--- src/rtl/codec_pkg.sv ---
// Shared constants for the WM8731 codec blocks: sample geometry, default
// serial timing and the bus address of the DAC audio register.
package codec_pkg;

  localparam int CH_BITS  = 16;
  localparam int SAMPLE_W = 2 * CH_BITS;

  localparam int DEFAULT_CLK_DIV = 16;
  localparam int DEFAULT_SLOT    = 32;

  localparam logic [7:0] ADDR_DAC_AUDIO = 8'h0C;

  typedef struct packed {
    logic signed [CH_BITS-1:0] left;
    logic signed [CH_BITS-1:0] right;
  } stereoSample_t;

  // Ceiling log2 that never returns 0, so counters are always at least 1 bit.
  function automatic int cntWidth(input int states);
    return (states <= 2) ? 1 : $clog2(states);
  endfunction

endpackage

--- src/rtl/wm8731_bclk_gen.sv ---
// BCLK / LRCLK generator: clk divider, bit counter across a 2*SLOT frame and
// a one-cycle strobe on every BCLK falling edge. Shared with the ADC path.
module wm8731_bclk_gen
  import codec_pkg::*;
#(
  parameter int CLK_DIV = DEFAULT_CLK_DIV,
  parameter int SLOT    = DEFAULT_SLOT,
  parameter int BIT_W   = cntWidth(2 * SLOT)
) (
  input  logic             clk,
  input  logic             rst,
  output logic             bclk_o,
  output logic             daclrc_o,
  output logic             fall,
  output logic [BIT_W-1:0] bit_cnt
);

  localparam int DIV_W = cntWidth(CLK_DIV);
  localparam logic [DIV_W-1:0] DIV_LAST   = DIV_W'(CLK_DIV - 1);
  localparam logic [BIT_W-1:0] BIT_LAST   = BIT_W'(2 * SLOT - 1);
  localparam logic [BIT_W-1:0] RIGHT_SLOT = BIT_W'(SLOT);

  logic [DIV_W-1:0] divCnt;
  logic             divWrap;
  logic [BIT_W-1:0] bitNext;

  assign divWrap = (divCnt == DIV_LAST);
  // A wrap while BCLK is high is the 1->0 toggle.
  assign fall    = divWrap & bclk_o;
  assign bitNext = (bit_cnt == BIT_LAST) ? '0 : bit_cnt + BIT_W'(1);

  always_ff @(posedge clk or posedge rst) begin
    if (rst) begin
      divCnt   <= '0;
      bclk_o   <= 1'b0;
      bit_cnt  <= BIT_LAST;
      daclrc_o <= 1'b0;
    end else begin
      if (divWrap) begin
        divCnt <= '0;
        bclk_o <= ~bclk_o;
      end else begin
        divCnt <= divCnt + DIV_W'(1);
      end

      if (fall) begin
        bit_cnt  <= bitNext;
        daclrc_o <= (bitNext >= RIGHT_SLOT);
      end
    end
  end

endmodule

--- src/rtl/wm8731_dac_serializer.sv ---
// I2S serializer for the WM8731 DAC in slave mode: one-entry holding register
// with valid/ready, frame shifter and repeat-last-sample on underrun.
module wm8731_dac_serializer
  import codec_pkg::*;
#(
  parameter int CLK_DIV = DEFAULT_CLK_DIV,
  parameter int SLOT    = DEFAULT_SLOT
) (
  input  logic                clk,
  input  logic                rst,
  input  logic [SAMPLE_W-1:0] s_data,
  input  logic                s_valid,
  output logic                s_ready,
  output logic                bclk_o,
  output logic                daclrc_o,
  output logic                dacdat_o,
  output logic                frame_start,
  output logic                underrun
);

  localparam int BIT_W = cntWidth(2 * SLOT);
  localparam logic [BIT_W-1:0] BIT_LAST   = BIT_W'(2 * SLOT - 1);
  localparam logic [BIT_W-1:0] RIGHT_SLOT = BIT_W'(SLOT);
  localparam logic [BIT_W-1:0] FIRST_DATA = BIT_W'(1);
  localparam logic [BIT_W-1:0] LAST_DATA  = BIT_W'(CH_BITS);

  logic             bclkFall;
  logic [BIT_W-1:0] bitCnt;

  wm8731_bclk_gen #(
    .CLK_DIV (CLK_DIV),
    .SLOT    (SLOT),
    .BIT_W   (BIT_W)
  ) bclkGen (
    .clk      (clk),
    .rst      (rst),
    .bclk_o   (bclk_o),
    .daclrc_o (daclrc_o),
    .fall     (bclkFall),
    .bit_cnt  (bitCnt)
  );

  logic                holdValid;
  stereoSample_t       holdReg;
  stereoSample_t       lastReg;
  logic [SAMPLE_W-1:0] shifterReg;

  logic                loadCycle;
  logic                accept;
  stereoSample_t       loadValue;
  logic [BIT_W-1:0]    bitNext;
  logic [BIT_W-1:0]    slotPos;
  logic                dataBit;

  assign s_ready   = ~holdValid;
  assign accept    = s_valid & ~holdValid;
  assign loadCycle = bclkFall & (bitCnt == BIT_LAST);
  assign loadValue = holdValid ? holdReg : lastReg;

  // Position within the channel slot that the upcoming fall moves to.
  always_comb begin
    bitNext = '0;
    slotPos = '0;
    dataBit = 1'b0;
    if (!loadCycle) begin
      bitNext = bitCnt + BIT_W'(1);
    end
    slotPos = (bitNext >= RIGHT_SLOT) ? bitNext - RIGHT_SLOT : bitNext;
    dataBit = (slotPos >= FIRST_DATA) && (slotPos <= LAST_DATA);
  end

  always_ff @(posedge clk or posedge rst) begin
    if (rst) begin
      holdValid   <= 1'b0;
      holdReg     <= '0;
      lastReg     <= '0;
      shifterReg  <= '0;
      dacdat_o    <= 1'b0;
      frame_start <= 1'b0;
      underrun    <= 1'b0;
    end else begin
      frame_start <= loadCycle;
      underrun    <= loadCycle & ~holdValid;

      // A write is only accepted while empty, so it never collides with a
      // load that drains the holding register; an empty load keeps the write.
      if (accept) begin
        holdReg   <= stereoSample_t'(s_data);
        holdValid <= 1'b1;
      end else if (loadCycle) begin
        holdValid <= 1'b0;
      end

      if (loadCycle) begin
        shifterReg <= loadValue;
        lastReg    <= loadValue;
        dacdat_o   <= 1'b0;
      end else if (bclkFall) begin
        // After 16 left-channel shifts the right channel sits in the MSBs.
        if (dataBit) begin
          dacdat_o   <= shifterReg[SAMPLE_W-1];
          shifterReg <= {shifterReg[SAMPLE_W-2:0], 1'b0};
        end else begin
          dacdat_o <= 1'b0;
        end
      end
    end
  end

endmodule

--- config.mk ---
export PLATFORM = sky130hd
export DESIGN_NAME = wm8731_dac_serializer
export DESIGN_NICKNAME = d
export VERILOG_FILES = /design/src/rtl/codec_pkg.sv /design/src/rtl/wm8731_bclk_gen.sv /design/src/rtl/wm8731_dac_serializer.sv
export SDC_FILE = /design/constraint.sdc
export NUM_CORES = 1
export LEC_CHECK = 0
export CORE_MARGIN = 4
export CORE_UTILIZATION = 52
export CTS_CLUSTER_DIAMETER = 40
export CTS_CLUSTER_SIZE = 16
export DETAILED_ROUTE_END_ITERATION = 16
export PLACE_DENSITY = 0.75
export SETUP_SLACK_MARGIN = 0.15
export SLEW_MARGIN = 20
export SYNTH_ARGS = -nofsm -noshare
export SYNTH_HDL_FRONTEND = slang
export SYNTH_HIERARCHICAL = 1
export SYNTH_SLANG_ARGS = --single-unit
export TNS_END_PERCENT = 50
--- constraint.sdc ---
create_clock -name clk -period 3.7 [get_ports clk]
set_input_delay 1.11 -clock clk [delete_from_list [all_inputs] [get_ports clk]]
set_output_delay 1.11 -clock clk [all_outputs]
set_load 0.05 [all_outputs]
== Word-level counts from Yosys, hierarchy flattened ==
Cells that the tools add are included.

* $add $sub $neg: 3
* Multiplexer cells: 13
* Div/mod/pow operators: 0
* Reductions and logical operators: 5
* Shifts and indexed selects: 0
* Multipliers: 0
* Equality and inequality tests: 2
* $lt $le $gt $ge: 4
* Bitwise gates (word level): 6

{| class="wikitable"
|+ Operators by type and width
! operator !! count
|-
| 32-bit 2-to-1 mux || 4
|-
| 6-bit 2-to-1 mux || 3
|-
| 6-bit >= comparator (second input constant) || 2
|-
| 6-bit by 1-bit adder with 6-bit output (second input constant) || 1
|-
| 6-bit equality test (second input constant) || 1
|-
| 6-bit by 1-bit >= comparator with 1-bit output (second input constant) || 1
|-
| 6-bit by 5-bit less-or-equal comparator with 1-bit output (second input constant) || 1
|-
| 2-bit nonzero test || 3
|-
| 6-bit subtractor (second input constant) || 1
|-
| 1-bit 2-to-1 mux || 5
|-
| 4-bit by 1-bit adder with 4-bit output (second input constant) || 1
|-
| 1-bit AND || 4
|-
| 4-bit equality test (second input constant) || 1
|-
| 4-bit 2-to-1 mux || 1
|-
| 1-bit inverter || 2
|-
| 2-bit AND reduction || 1
|-
| 1-bit logical AND || 1
|}

* Register bits after elaboration: 112
* Output and inout port bits: 6
* Bits in writable memories: 0
* Memories: 0
* Input port bits: 35
* Latch bits: 0
* Word-level logic and storage cells: 46
* Bits in read-only memories: 0

== Logic depth before layout (Yosys ltp) ==
Gate-level depths: netlist of run 1.

* Depth after elaboration: 11
* Mapped depth: 8
* Depth with buffers taken out: 7

== By module ==
Netlist of run 1, hierarchy kept.

{| class="wikitable"
|+ Modules (own cells, without submodules)
! module !! cells an instance !! instances !! sequential area each (um^2) !! area each (um^2)
|-
| wm8731_dac_serializer || 297 || 1 || 2502.4 || 4430.5
|-
| wm8731_bclk_gen || 50 || 1 || 307.8 || 546.8
|}

== Least setup slack after synthesis of run 1 ==
OpenSTA, ideal clock, no wires.

* Kind: reg2out
* Start: reg holdValid
* End: out s_ready
* Arrival: 1193 ps
* Stages on the path, launching flop included: 5
* Buffers on the path: 3
* Path slack: 1397 ps
* Required time: 2590 ps
* Cell sequence: dfrtp_1 > buf_4 > buf_4 > buf_4 > inv_1

* Word-level cells in the longest chain between the ends: 1

{| class="wikitable"
|+ RTL lines
! what !! RTL line !! text
|-
| start, declared || wm8731_dac_serializer.sv:43 || <nowiki>logic holdValid;</nowiki>
|-
| start signal, assigned || wm8731_dac_serializer.sv:74 || <nowiki>holdValid <= 1'b0;</nowiki>
|-
| start signal, assigned || wm8731_dac_serializer.sv:89 || <nowiki>holdValid <= 1'b1;</nowiki>
|-
| start signal, assigned || wm8731_dac_serializer.sv:91 || <nowiki>holdValid <= 1'b0;</nowiki>
|-
| 1-bit inverter || wm8731_dac_serializer.sv:55 || <nowiki>assign s_ready = ~holdValid;</nowiki>
|-
| end, declared || wm8731_dac_serializer.sv:13 || <nowiki>output logic s_ready,</nowiki>
|}

No other way between the ends.

== Worst setup path in the final report of run 1 ==
Same ends and word-level chain as after synthesis.

==> flow_metrics.tcl, run 1 <==
set metrics [dict create \
    final_nets 422 \
    routabilityCongestion 0.753 \
    fmax_mhz 359 \
    p_leak_uw 0.00288 \
    p_int_uw 1750 \
    yosysWarnings 6 \
    yosysTopAreaCell "dfrtp_1" \
    r2r_cells 7 \
    r2r_slack_ns 0.92 \
    cap_viol_max_count 0 \
    switching_share 0.218 \
    setup_viol 0 \
    drc 0 \
    cp_cell_sequence "inv_1 > clkdlybuf4s50_1" \
    ant_nets 0 \
    finalHoldViolCount 0 \
    crit_path_top_delay_cell "clkdlybuf4s50_1" \
    grt_max_degree 49 \
    firstDrtPassIters 4 \
    finalCriticalPeriod_ns 2.79 \
    rsz0062_at_grt "false" \
    arrival_ns 1.68 \
    core_um2 9280 \
    dieArea_um2 11200 \
    wirelength_mm 8.81 \
    slowest_delay_ns 0.79 \
    drv_slew 0 \
    min_path_type "flop to flop" \
    cts_max_path_buffers 2 \
    crit_path_end_kind "primary output" \
    grt_usage 0.169 \
    fin_skew_ns 0.00887 \
    grt_pass1_vias 3026 \
    start_util 0.536 \
    cts_sinks 112 \
    synth_top_area_frac 0.533 \
    crit_start "holdValid$_DFFE_PP0P_" \
    post-dp-hpwl_mm 5.74 \
    cts_hold_buf 0 \
    relSlewSlack 0.361 \
    p_sw_uw 490 \
    r2r-end "lastReg[15]$_DFFE_PP0N_" \
    syn_area_per_cell_um2 14.3 \
    antenna_found_initial 0 \
    status "finished, final reports clean" \
    io_buffers 40 \
    combPwrFrac 0.059 \
    setup_tns_ns 0 \
    clkPwrFrac 0.358 \
    path_clk_slew_ns 0.10 \
    routed_via_density 5.51 \
    post_drt_wl_per_cell_um 17.0 \
    die_y_um 106 \
    syn_area_um2 4980 \
    critPathRequiredTime_ns 2.59 \
    rr_startpoint "bclkGen/divCnt[0]$_DFF_PP0_" \
    drive_gt1_frac 0.241 \
    insertion_delay_ns 0.37 \
    htree_num_levels 3 \
    cts_setup_buffers 0 \
    ctsResizeCount 0 \
    sequentialPowerShare 0.582 \
    crit_buf_inv 2 \
    synth.ff_latch_count 112 \
    path_depth 2 \
    crit_type "flop to primary output" \
    p_per_area_nw_per_um2 395 \
    startpoint_type "flop" \
    io-pin-count 41 \
    period_share 0.753 \
    crit_path_max_fanout 3 \
    fin_area_um2 5690 \
    synth.area.top_cells "dfrtp_1, mux2i_1, mux2_4" \
    cts_tree "yes" \
    place_area_um2 5460 \
    synth.distinct_cells 39 \
    dieWidth_um 106 \
    root_buffer "clkbuf_8" \
    rows 35 \
    vias 2861 \
    n_antenna_cell 0 \
    tightest_slew_ns 0.958 \
    ys_seq_area_frac 0.565 \
    areaGrowthSynthToFinish_pct 14.2 \
    grt_overflow 0 \
    drt_iter0_markers 90 \
    netlist_instances 347 \
    crit_end "s_ready" \
    synthesis.nets 384 \
    cp_top_family "buffers and inverters" \
    numCtsBuffers 9 \
    vdd_drop_max_mv 0.236 \
    grt_pass1_wl_mm 15.1 \
]
## cell usage after synthesis
master / count
buf_4: 5
nor3_1: 16
a21oi_1: 2
dfstp_2: 6
nand4_1: 2
mux2_2: 31
nor2_1: 2
o311ai_0: 1
o211ai_1: 2
nand2_1: 10
a21oi_2: 1
o21a_1: 1
buf_2: 7
a21o_1: 2
nand2b_1: 1
ha_1: 2
nor2b_1: 1
inv_1: 5
o21ai_0: 7
nand3_1: 5
buf_6: 4
a31oi_1: 2
xor2_1: 1
nand3_2: 1
inv_2: 2
mux2_4: 29
xnor2_1: 3
and4_1: 1
o31ai_1: 1
dfrtp_1: 106
nand4_4: 1
o41ai_1: 1
mux2i_1: 62
and3_1: 1
mux2_1: 2
a221o_1: 16
clkbuf_1: 3
and2b_1: 1
or3_1: 1
## through the flow
stage | power (uW) | std cells | utilization | hold WS (ns) | setup slack (ns)
2_1_floorplan | 1400 | 347 | - | 0.449 | 1.40
3_3_place_gp | 1460 | 503 | 0.588 | 0.462 | 1.05
3_5_place_dp | 1470 | 503 | 0.588 | 0.475 | 0.945
4_1_cts | 2280 | 519 | 0.612 | 0.489 | 0.887
5_1_grt | 2340 | 519 | 0.612 | 0.524 | 0.711
6_report | 2240 | 519 | 0.612 | 0.487 | 0.913
## routing by layer
layer,up-vias,share of wire,GRT usage
met5,-,0,0
met4,0,0.012,0.0361
met2,43,0.50,0.281
met3,7,0.031,0.0514
li1,1352,-,-
met1,1459,0.46,0.220
## cell type report
| cell class | count | area, um^2 |
|---|---|---|
| Clock buffer | 12 | 145 |
| Fill cell | 737 | 3600 |
| Timing Repair Buffer | 46 | 445 |
| Multi-Input combinational cell | 209 | 2010 |
| Tap cell | 129 | 161 |
| Clock inverter | 4 | 77.6 |
| Sequential cell | 112 | 2810 |
| Inverter | 7 | 30.0 |
## worst reg2reg max path, cell delays in order (launching register included)
cell and delay (ns):
dfrtp_1 0.40, ha_1 0.31, nand4_4 0.18, inv_2 0.18, and4_1 0.29, nand3_2 0.52
buf_4 0.46, mux2_4 0.33
## cells in the final DEF, fill, tap and decap left out, types with 2 or more instances in the layout
master / count
clkinv_4: 2
o211ai_1: 2
nor2_1: 2
mux2_1: 2
bufinv_16: 2
a31oi_1: 2
dfstp_2: 6
nand3_1: 5
buf_4: 6
clkbuf_8: 10
clkdlybuf4s50_1: 40
nor3_1: 16
mux2_2: 31
xnor2_1: 3
clkbuf_1: 2
inv_2: 2
ha_1: 2
a21o_1: 2
o21ai_0: 7
nand4_1: 2
dfrtp_1: 105
a21oi_1: 2
mux2i_1: 62
mux2_4: 29
a221o_1: 16
inv_1: 4
nand2_1: 10
## worst min-delay path by stage
| stage | depth (start not counted) | slack [ns] | startpoint | endpoint |
|---|---|---|---|---|
| finish | 1 | 0.49 | bclkGen/divCnt[0]$_DFF_PP0_ | bclkGen/divCnt[0]$_DFF_PP0_ |
| global route | 1 | 0.52 | shifterReg[2]$_DFFE_PP0P_ | shifterReg[3]$_DFFE_PP0P_ |
| floorplan | 1 | 0.45 | lastReg[29]$_DFFE_PP0N_ | lastReg[29]$_DFFE_PP0N_ |
| detailed placement | 1 | 0.47 | lastReg[30]$_DFFE_PP0N_ | lastReg[30]$_DFFE_PP0N_ |
| CTS | 1 | 0.49 | bclkGen/divCnt[0]$_DFF_PP0_ | bclkGen/divCnt[0]$_DFF_PP0_ |
| global placement | 1 | 0.46 | lastReg[30]$_DFFE_PP0N_ | lastReg[30]$_DFFE_PP0N_ |
## logic make-up after synthesis
family,count (synthesis),share of synthesized area
compound gates,36,0.0581
fa+ha+maj,2,0.00503
xor+xnor,4,0.00704
flops,112,0.565
buf+inv,26,0.0312
mux,124,0.287
simple gates,43,0.0473
## sequential cells by signal, indices dropped and copies added (netlist names)
| name | cells |
|---|---|
| frame_start | 1 |
| holdReg | 32 |
| underrun | 1 |
| holdValid | 1 |
| bclkGen/daclrc_o | 1 |
| bclkGen/divCnt | 4 |
| bclkGen/bit_cnt | 6 |
| bclkGen/bclk_o | 1 |
| shifterReg | 32 |
| dacdat_o | 1 |
| lastReg | 32 |
## power by group through the flow
stage / Combinational, uW / Sequential [uW] / Clock, uW
global route: 151 / 1320 / 877
detailed placement: 138 / 1330 / 0
finish: 134 / 1310 / 804
CTS: 138 / 1310 / 829
global placement: 134 / 1330 / 0
floorplan: 83.3 / 1320 / 0
Note: power is estimated with default switching activity, not from simulation.
==> run 2: changes to the inputs <==
Clock period 3.7 ns to 2.25 ns, I/O delays scaled along.
==> run 2 against run 1 <==
Routed wire length is 2.6% lower; die area stayed put; global-route usage is 0.42 points lower; largest power group unchanged; final cell count is 1.5% higher; clock-buffer cell count stayed put; core utilization is 0.62 points higher.
==> flow_metrics.tcl, run 2 (synthesized netlist as in run 1, its figures left out) <==
set metrics [dict create \
    status "finished, final reports clean" \
    path_clk_slew_ns 0.09 \
    rsz0062_at_grt "false" \
    startpoint_type "flop" \
    drt_iter0_markers 122 \
    fmax_mhz 509 \
    dieArea_um2 11200 \
    htree_num_levels 3 \
    drc 0 \
    post_drt_wl_per_cell_um 16.3 \
    areaGrowthSynthToFinish_pct 15.4 \
    drive_gt1_frac 0.264 \
    drv_slew 0 \
    cts_hold_buf 0 \
    finalHoldViolCount 0 \
    setup_tns_ns 0 \
    crit_path_max_fanout 17 \
    root_buffer "clkbuf_8" \
    tightest_slew_ns 0.499 \
    fin_hold_ws_ns 0.490 \
    p_leak_uw 0.00292 \
    cts_tree "yes" \
    min_path_type "flop to flop" \
    cts_max_path_buffers 2 \
    routabilityCongestion 0.726 \
    cap_viol_max_count 0 \
    crit_path_end_kind "flop" \
    mostFrequentLayoutCells "dfrtp_1, mux2i_1, clkdlybuf4s50_1, mux2_2, mux2_4" \
    grt_overflow 0 \
    core_um2 9280 \
    dieWidth_um 106 \
    start_util 0.536 \
    post-dp-hpwl_mm 5.71 \
    insertion_delay_ns 0.37 \
    grt_usage 0.165 \
    vias 2886 \
    vdd_drop_max_mv 0.397 \
    relSlewSlack 0.667 \
    io-pin-count 41 \
    ant_nets 0 \
    antenna_found_initial 0 \
    setup_viol 0 \
    n_antenna_cell 0 \
    post-route-util 0.619 \
    routed_via_density 5.48 \
    slowest_delay_ns 0.44 \
    numCtsBuffers 9 \
    die_y_um 106 \
    critPathRequiredTime_ns 2.50 \
    crit_path_top_delay_cell "dfrtp_1" \
    cp_cell_sequence "ha_4 > nand4_4 > inv_2 > and4_1 > nand3_2 > buf_4 > mux2_4" \
    p_per_area_nw_per_um2 594 \
    cts_sinks 112 \
    top_regs "holdReg (32), lastReg (32), shifterReg (32)" \
    finalCriticalPeriod_ns 1.97 \
    final_nets 431 \
    grt_pass1_wl_mm 14.9 \
    grt_pass1_vias 3020 \
    grt_max_degree 40 \
    wirelength_mm 8.58 \
    firstDrtPassIters 4 \
    io_buffers 40 \
    crit_type "flop to flop" \
    period_share 0.873 \
    cts_setup_buffers 0 \
    fin_skew_ns 0.0138 \
    layout_commonest_cell "dfrtp_1" \
    arrival_ns 2.22 \
    rows 35 \
]
run 2: changes by cell type in the layout (fill, tap and decap cells not counted), sizes merged:
cell / change
bufinv: -2
clkdlybuf4s50: -6
buf: +11
clkinv: -1
dlygate4sd2: +4
clkinvlp: +2
run 2: cell type report:
cell class                      instances  area (um^2)
Clock buffer                           12          135
Multi-Input combinational cell        209         2030
Timing Repair Buffer                   55          553
Sequential cell                       112         2810
Inverter                                7         32.5
Fill cell                             775         3540
Tap cell                              129          161
Clock inverter                          3         20.0
run 2: where the power goes:
part	switching, uW	internal, uW
sequential	57.9	2090
clock	640	398
combinational	85.1	141
total	783	2630
run 2: path summary, 6_finish.rpt:
path | start | to | cells after the start | slack (ns)
worst max-delay path | bclkGen/divCnt[0]$_DFF_PP0_ | lastReg[16]$_DFFE_PP0N_ | 7 | 0.28
worst min-delay path | lastReg[30]$_DFFE_PP0N_ | lastReg[30]$_DFFE_PP0N_ | 1 | 0.49
worst max register to register | bclkGen/divCnt[0]$_DFF_PP0_ | lastReg[16]$_DFFE_PP0N_ | 7 | 0.28
worst min register to register | lastReg[30]$_DFFE_PP0N_ | lastReg[30]$_DFFE_PP0N_ | 1 | 0.49
max in group asynchronous | rst | holdReg[11]$_DFFE_PP0P_ | 3 | 0.97
min in group asynchronous | rst | bclkGen/divCnt[0]$_DFF_PP0_ | 2 | 0.73
run 2: what timing repair did:
action | in CTS | in global routing
gates resized for setup | 6 | 2
setup endpoints to repair | 14 | 28
pin swaps | 0 | 0
run 2: layer usage:
layer	up-vias	global-route usage	routed length, um
li1	1359	-	-
met1	1470	0.225	3940
met2	53	0.265	4260
met3	4	0.0361	317
met4	0	0.0490	61
met5	-	0	0
run 2: worst max-delay path: cells and delay by family (launching register included):
| kind | cells | cell delay (ns) |
|---|---|---|
| simple gates | 3 | 0.53 |
| flops | 1 | 0.44 |
| buf+inv | 2 | 0.33 |
| mux | 1 | 0.32 |
| fa+ha+maj | 1 | 0.21 |
run 2: stage by stage:
stage	setup WS [ns]	instance area, um^2	power [uW]	cells
after floorplan	0.249	4980	2300	347
after global placement	0.206	5580	2410	512
after detailed placement	0.118	5580	2420	512
after CTS	0.185	5730	3440	527
after global routing	0.155	5740	3560	527
final	0.285	5740	3410	527
==> edit, RTL diff (config.mk and constraints of run 2) <==
Set the package constant `DEFAULT_CLK_DIV` to 8 (it was 16).
--- a/src/rtl/codec_pkg.sv
+++ b/src/rtl/codec_pkg.sv
@@ -6,5 +6,5 @@
   localparam int SAMPLE_W = 2 * CH_BITS;
 
-  localparam int DEFAULT_CLK_DIV = 16;
+  localparam int DEFAULT_CLK_DIV = 8;
   localparam int DEFAULT_SLOT    = 32;
 
Formal check against the unedited RTL: not equivalent (Yosys sat finds a counterexample within 10 cycles, from zero or initial values and one cycle with rst high).
==> edit against run 2 <==
  * Maximum frequency fell by 4.2%
  * Design area rose by 0.41%
  * Power rose by 6.5%
  * Area after synthesis fell by 1.3%
  * Sequential cell count fell by 1
  * Via count rose by 0.55%
  * First-iteration DRC count rose by 4.1%
  * Routed wire length rose by 1.4%
  * Highest routed layer unchanged
  * Core utilization rose by 0.55 points
  * Setup slack got worse by 0.087 ns
==> edit: results (changes against run 2) <==
* Compound-gate portion of the synthesized area at 5.55% (-0.26 points)
* Via count of the first global-routing pass at 3029 (+0.30%)
* Post-Syn Nets at 378 (-1.6%)
* DP HPWL at 5910 um (+3.5%)
* Vias at 2902 (+0.55%)
* Layout cell share with drive strength beyond 1 at 27.8% (+1.4 points)
* Wire length on met2 at 4100 um (-3.8%)
* Hold_sp: bclkGen/divCnt[0]
* Worst IR Drop VDD at 0.345 mV (-13%)
* Distinct cell type count of the synthesized netlist at 38 (-2.6%)
* Switching Share at 22.1% (-0.88 points)
* Crit path max fanout at 14 (-3)
* Clock skew after layout at 0.0125 ns (-0.00132 ns)
* Cells taking the most area after synthesis: sky130_fd_sc_hd__dfrtp_1, sky130_fd_sc_hd__mux2i_1, sky130_fd_sc_hd__mux2_4
* Mux cell area share after synthesis at 29.1% (+0.37 points)
* Total leakage power at 2.96 nW (+1.5%)
* Worst Max-Slew Pin Slew at 0.491 ns (-0.00782 ns)
* Result of the run: complete, no violations
* Most numerous cell types in the synthesized netlist: sky130_fd_sc_hd__dfrtp_1, sky130_fd_sc_hd__mux2i_1, sky130_fd_sc_hd__mux2_2
* Total cell area at the placement stage at 5540 um^2 (-0.56%)
* Length of routed met3 wiring at 398 um (+26%)
* Gpl congestion at 0.770 (+6.1%)
* Synthesized-area fraction occupied by adder cells at 0.764% (+0.26 points)
* Count of routing violations after the opening detailed-route iteration at 127 (+4.1%)
* Seq/Total Area, Yosys at 56.7% (+0.22 points)
* Largest net degree at the start of global routing at 54 (+35%)
* FF-to-FF path depth at 8 (+1)
* Post-Place Setup Slack at 0.0346 ns (-0.0838 ns)
* Placed cell count at 506 (-1.2%)
* Global-route wire length before repair at 14900 um (-0.60%)
* M1 WL at 4090 um (+3.8%)
* Signal arrival time at the worst endpoint at 2.31 ns (+0.09 ns)
* Overall global routing resource usage at 16.5% (+0.045 points)
* Bufs on Longest Clock Path at 2 (unchanged)
* Routed wire length per instance at 16.7 um (+2.6%)
-- edit: per-layer routing --
metal	GRT usage (%)	vias to the layer above
li1	-	1342
met1	22.8	1472
met2	25.8	78
met5	0	-
met4	4.22	0
met3	4.63	10
-- edit: final timing paths --
kind,slack (ns),endpoint
min in group asynchronous,0.67,bclkGen/divCnt[0]
setup / recovery,0.20,lastReg[19]
hold reg to reg,0.45,bclkGen/divCnt[0]
setup reg to reg,0.20,lastReg[19]
hold / removal,0.45,bclkGen/divCnt[0]
max in group asynchronous,1.23,shifterReg[28]
-- edit: timing repair --
item	4_1_cts	5_1_grt
buffers inserted	0	0
hold buffers	0	0
setup endpoints to repair	62	56
gates resized for setup	7	4
-- edit: power by group through the flow --
stage                     combinational, mW  clock (mW)  sequential [mW]
after global routing                  0.253        1.39             2.14
after floorplan                       0.137           0             2.15
after detailed placement              0.234           0             2.17
after CTS                             0.234        1.31             2.13
final                                 0.226        1.28             2.13
after global placement                0.227           0             2.17
-- edit: cell type report --
class	count	area (um^2)
Fill cell	697	3470
Sequential cell	111	2790
Multi-Input combinational cell	204	1990
Timing Repair Buffer	56	586
Tap cell	129	161
Clock buffer	9	124
Clock inverter	6	86.3
Inverter	6	31.3
-- edit: worst max-delay path, cell delays in order (launching register included) --
cell,delay [ns]
sky130_fd_sc_hd__dfrtp_1,0.40
sky130_fd_sc_hd__ha_1,0.20
sky130_fd_sc_hd__ha_1,0.19
sky130_fd_sc_hd__nand2_1,0.07
sky130_fd_sc_hd__inv_1,0.11
sky130_fd_sc_hd__and4_2,0.30
sky130_fd_sc_hd__nand3_4,0.16
sky130_fd_sc_hd__buf_12,0.19
sky130_fd_sc_hd__mux2_4,0.31
